[config.mk]
export PLATFORM = sky130hd
export DESIGN_NAME = pmem_arbiter
export DESIGN_NICKNAME = d
export VERILOG_FILES = /design/src/rtl/cache_mux_types.sv /design/src/rtl/pmem_req_reg.sv /design/src/rtl/pmem_arbiter.sv
export SDC_FILE = /design/constraint.sdc
export NUM_CORES = 1
export LEC_CHECK = 0
export ABC_AREA = 1
export CAP_MARGIN = 20
export CORE_AREA = 3 3 542 544
export DETAILED_ROUTE_END_ITERATION = 10
export DIE_AREA = 0 0 545 547
export GPL_TIMING_DRIVEN = 0
export SLEW_MARGIN = 10
export SYNTH_ARGS = -nofsm -noshare
export SYNTH_HDL_FRONTEND = slang
export SYNTH_HIERARCHICAL = 1
export SYNTH_SLANG_ARGS = --single-unit
[constraint.sdc]
create_clock -name clk -period 1.8 [get_ports clk]
set_input_delay 0.54 -clock clk [delete_from_list [all_inputs] [get_ports clk]]
set_output_delay 0.54 -clock clk [all_outputs]
set_load 0.02 [all_outputs]
[src/rtl/cache_mux_types.sv]
// Shared types for the pmem arbiter: FSM states, grant encoding and the latched request payload.
package cache_mux_types;

    localparam int unsigned ADDR_W = 32;
    localparam int unsigned LINE_W = 256;

    typedef enum logic [1:0] {
        IDLE   = 2'd0,
        I_BUSY = 2'd1,
        D_BUSY = 2'd2,
        DONE   = 2'd3
    } arb_state_t;

    typedef enum logic {
        GRANT_I = 1'b0,
        GRANT_D = 1'b1
    } arb_grant_t;

    typedef struct packed {
        logic [ADDR_W-1:0] address;
        logic [LINE_W-1:0] wdata;
        logic              read;
        logic              write;
    } pmem_req_t;

endpackage

[src/rtl/pmem_req_reg.sv]
// Load-enabled holding register for the granted pmem request; cleared by async active-low reset.
module pmem_req_reg
    import cache_mux_types::*;
(
    input  logic      clk,
    input  logic      rst_n,
    input  logic      i_load,
    input  pmem_req_t i_req,
    output pmem_req_t o_req
);

    pmem_req_t r_req;

    always_ff @(posedge clk or negedge rst_n) begin
        if (!rst_n) begin
            r_req <= '0;
        end else if (i_load) begin
            r_req <= i_req;
        end
    end

    assign o_req = r_req;

endmodule

[src/rtl/pmem_arbiter.sv]
// Arbitrates I-cache and D-cache line traffic onto one physical-memory port.
// Define ARB_ROUND_ROBIN_EN to alternate grants on ties; otherwise D always beats I.
module pmem_arbiter
    import cache_mux_types::*;
#(
    parameter int unsigned ADDR_WIDTH = 32,
    parameter int unsigned LINE_WIDTH = 256
) (
    input  logic                  clk,
    input  logic                  rst,

    input  logic                  i_pmem_read,
    input  logic [ADDR_WIDTH-1:0] i_pmem_address,
    output logic [LINE_WIDTH-1:0] i_pmem_rdata,
    output logic                  i_pmem_resp,

    input  logic                  d_pmem_read,
    input  logic                  d_pmem_write,
    input  logic [ADDR_WIDTH-1:0] d_pmem_address,
    input  logic [LINE_WIDTH-1:0] d_pmem_wdata,
    output logic [LINE_WIDTH-1:0] d_pmem_rdata,
    output logic                  d_pmem_resp,

    output logic                  mem_read,
    output logic                  mem_write,
    output logic [ADDR_WIDTH-1:0] mem_address,
    output logic [LINE_WIDTH-1:0] mem_wdata,
    input  logic [LINE_WIDTH-1:0] mem_rdata,
    input  logic                  mem_resp
);

    arb_state_t r_state;
    arb_state_t w_next_state;
    arb_grant_t w_grant;
    pmem_req_t  w_req_next;
    pmem_req_t  w_req;
    logic       w_load;
    logic       w_i_req;
    logic       w_d_req;
    logic       w_busy;
    logic       r_mem_read;
    logic       r_mem_write;

    assign w_i_req = i_pmem_read;
    assign w_d_req = d_pmem_read | d_pmem_write;
    assign w_busy  = (r_state == I_BUSY) || (r_state == D_BUSY);

`ifdef ARB_ROUND_ROBIN_EN
    arb_grant_t r_last_grant;

    // Ties go to whichever side lost the previous grant.
    always_comb begin
        w_grant = GRANT_I;
        if (w_i_req && w_d_req) begin
            w_grant = (r_last_grant == GRANT_D) ? GRANT_I : GRANT_D;
        end else if (w_d_req) begin
            w_grant = GRANT_D;
        end
    end

    always_ff @(posedge clk or negedge rst) begin
        if (!rst) begin
            r_last_grant <= GRANT_D;
        end else if (w_load) begin
            r_last_grant <= w_grant;
        end
    end
`else
    always_comb begin
        w_grant = GRANT_I;
        if (w_d_req) begin
            w_grant = GRANT_D;
        end
    end
`endif

    // Payload of the winning requester; a simultaneous D read+write resolves to write.
    always_comb begin
        w_req_next = '0;
        if (w_grant == GRANT_D) begin
            w_req_next.address = ADDR_W'(d_pmem_address);
            w_req_next.wdata   = LINE_W'(d_pmem_wdata);
            w_req_next.write   = d_pmem_write;
            w_req_next.read    = d_pmem_read & ~d_pmem_write;
        end else begin
            w_req_next.address = ADDR_W'(i_pmem_address);
            w_req_next.read    = 1'b1;
        end
    end

    always_ff @(posedge clk or negedge rst) begin
        if (!rst) begin
            r_state <= IDLE;
        end else begin
            r_state <= w_next_state;
        end
    end

    always_comb begin
        w_next_state = r_state;
        w_load       = 1'b0;
        case (r_state)
            IDLE: begin
                if (w_i_req || w_d_req) begin
                    w_load       = 1'b1;
                    w_next_state = (w_grant == GRANT_D) ? D_BUSY : I_BUSY;
                end
            end
            I_BUSY, D_BUSY: begin
                if (mem_resp) begin
                    w_next_state = DONE;
                end
            end
            DONE:    w_next_state = IDLE;
            default: w_next_state = IDLE;
        endcase
    end

    pmem_req_reg u_req_reg (
        .clk    (clk),
        .rst_n  (rst),
        .i_load (w_load),
        .i_req  (w_req_next),
        .o_req  (w_req)
    );

    // Command strobes are registered so the adaptor never sees a combinational path from requesters.
    always_ff @(posedge clk or negedge rst) begin
        if (!rst) begin
            r_mem_read  <= 1'b0;
            r_mem_write <= 1'b0;
        end else if (w_load) begin
            r_mem_read  <= w_req_next.read;
            r_mem_write <= w_req_next.write;
        end else if (w_busy && mem_resp) begin
            r_mem_read  <= 1'b0;
            r_mem_write <= 1'b0;
        end
    end

    assign mem_read    = r_mem_read;
    assign mem_write   = r_mem_write;
    assign mem_address = ADDR_WIDTH'(w_req.address);
    assign mem_wdata   = LINE_WIDTH'(w_req.wdata);

    assign i_pmem_resp  = (r_state == I_BUSY) && mem_resp;
    assign d_pmem_resp  = (r_state == D_BUSY) && mem_resp;
    assign i_pmem_rdata = (r_state == I_BUSY) ? mem_rdata : '0;
    assign d_pmem_rdata = (r_state == D_BUSY) ? mem_rdata : '0;

    a_d_rw_exclusive: assert property (@(posedge clk) disable iff (!rst)
        (r_state == IDLE) |-> !(d_pmem_read && d_pmem_write));

endmodule

==> flow_summary.toml <==
[die]
core_area_sq_mm = 0.290
ios = 1386
die-area_sq_mm = 0.298
die_x_um = 545
initial_core_util = 0.0622
num_rows = 198
die_y_um = 547

[route]
drt_iter0_drc = 1953
routed-via-count = 24700
drt.antenna.violating_nets = 0
firstDrtPassIters = 7
finalWirelength_mm = 279
drc = 0
viasPerCell = 2.93
wire_per_inst_um = 33.1

[sta]
hold_slack_ns = 0.369
fmax_mhz = 357
hold_viol = 0
fin_crit_ns = 2.80
relSlewSlack = -0.0354
clock_skew_ns = 0.0719
setup_viol = 1117
maxSlewViolCount = 2
setup_slack_ns = -1.00
rsz0062_at_grt = "true"
worstMarginPinSlew_ns = 1.54
fin_crit_sh = 1.56

[global_routing]
antenna_found_initial = 215
grt_pass1_wl_mm = 328
track_usage = 0.180
grt_max_degree = 102
grt_pass1_vias = 23600
overflow = 0

[worst_setup_path]
path_max_fanout = 10
rr_startpoint = "r_state[0]"
cp_data_arrival_time_ns = 2.26
reg2reg_slack_ns = -0.77
crit_path_start_kind = "flop"
crit_start = "r_state[0]"
ff2ff_path_depth = 10
critPathKind = "reg2out"
crit_path_end = "d_pmem_rdata[89]"
r2r_end = "u_req_reg/o_req[283]"
cp-end-kind = "output port"
worstPathRequired_ns = 1.26

[place]
gp_congestion = 0.996
place_area_sq_mm = 0.0370
portBuffers = 1384
post-place-ws_ns = -2.42
hpwl_mm = 255

[clocking]
clock-sinks = 292
clkSlewWorstSetupHoldPaths_ns = 0.05
root_buffer = "clkbuf_16"
cts_max_path_buffers = 3
tritoncts = "built"
clkLatencyLatePin_ns = 0.71
cts_buffers = 47
cts.htree.levels = 2

[status]
status = "finished with violations"
violations = "capacitance limit, slew limit, setup timing"

[synthesis]
postSynthCellCount = 2990
ys.warnings.count = 6
syn_nets = 3576
syn_area_sq_mm = 0.0180
syn_avg_cell_area_sq_um = 6.04

[finish]
area_delta_synth_final_pct = 114
final_area_sq_mm = 0.0387
drive_above_1_share = 0.281
final_nets = 5029
utilization = 0.133

[pwr]
irDropWorstVdd_uv = 973
p_per_area_mw_per_mm2 = 1710
leakagePower_nw = 20.6

[min_path]
min_path_type = "in2async"

[job]
drv_cap = 1
[final cells by class]
type	instances	area [sq um]
diodes	44	110
clock inverters	25	334
repair buffers	1406	13300
plain buffers	159	1440
flip-flops and latches	292	7310
fillers	33900	251000
inverters	779	2930
well taps	3900	4880
multi-input cells	1758	7070
clock buffers	62	1310
[where the power goes]
part	switching [W]	total [W]	internal, W
Clock	0.00424	0.0100	0.00578
Combinational	0.0300	0.0448	0.0148
Sequential	0.00170	0.0112	0.00955
[metal layers]
layer | part of all wire | vias to the layer above | track usage | routed length (um)
li1 | - | 11200 | - | -
met1 | 0.40 | 11400 | 0.213 | 111000
met2 | 0.41 | 1539 | 0.266 | 114000
met3 | 0.17 | 432 | 0.127 | 46800
met4 | 0.025 | 126 | 0.0345 | 7020
met5 | 0.0029 | - | 0 | 816
[critical path, cell delays in order, from the launching register on]
cell             delay (ns)
dfrtp_1                0.43
inv_2                  0.10
ha_4                   0.13
buf_12                 0.14
clkbuf_16              0.20
buf_6                  0.16
nand2_1                0.08
inv_2                  0.06
clkdlybuf4s15_2        0.26
[flip-flops by register name, indices dropped and copies added (netlist names)]
| signal | flops |
|---|---|
| mem_read | 1 |
| mem_write | 1 |
| r_state | 2 |
| u_req_reg/o_req | 288 |
[stage by stage]
| stage | instances | setup TNS (ns) | power [W] |
|---|---|---|---|
| 3_3_place_gp | 8274 | -5820.44 | 0.0563 |
| 3_5_place_dp | 8279 | -1409.29 | 0.0563 |
| 4_1_cts | 8372 | -909.73 | 0.0670 |
| 5_1_grt | 8392 | -876.08 | 0.0700 |
| 2_1_floorplan | 2990 | -5.70 | 0.0287 |
| 6_report | 8425 | -717.07 | 0.0660 |
[layout by cell type (no fill, tap or decap), drive strengths merged, types with 39 or more instances in the layout]
master         instances
nand2               1459
clkdlybuf4s50        868
inv                  781
buf                  368
dfrtp                292
nor2                 257
clkbuf               222
clkdlybuf4s15        129
diode                 44
dlygate4sd2           39
[timing repair]
| item | 4_1_cts | 5_1_grt |
|---|---|---|
| pin swaps | 4 | 2 |
| gates cloned | 2 | 2 |
| setup endpoints to repair | 1095 | 1190 |
| resized for setup | 1757 | 543 |
| setup buffers | 5 | 8 |
| hold buffers | 1 | 0 |
| endpoints found under the hold margin | 27 | 0 |
[worst min path at each step]
stage                     cells after the start            startpoint                    to
after floorplan                               0                   rst              mem_read
after global placement                        2  u_req_reg/o_req[210]  u_req_reg/o_req[210]
after detailed placement                      1                   rst  u_req_reg/o_req[284]
after CTS                                     2                   rst  u_req_reg/o_req[282]
after global routing                          2                   rst  u_req_reg/o_req[282]
final                                         2                   rst  u_req_reg/o_req[283]
Note: power is estimated with default switching activity, not from simulation.
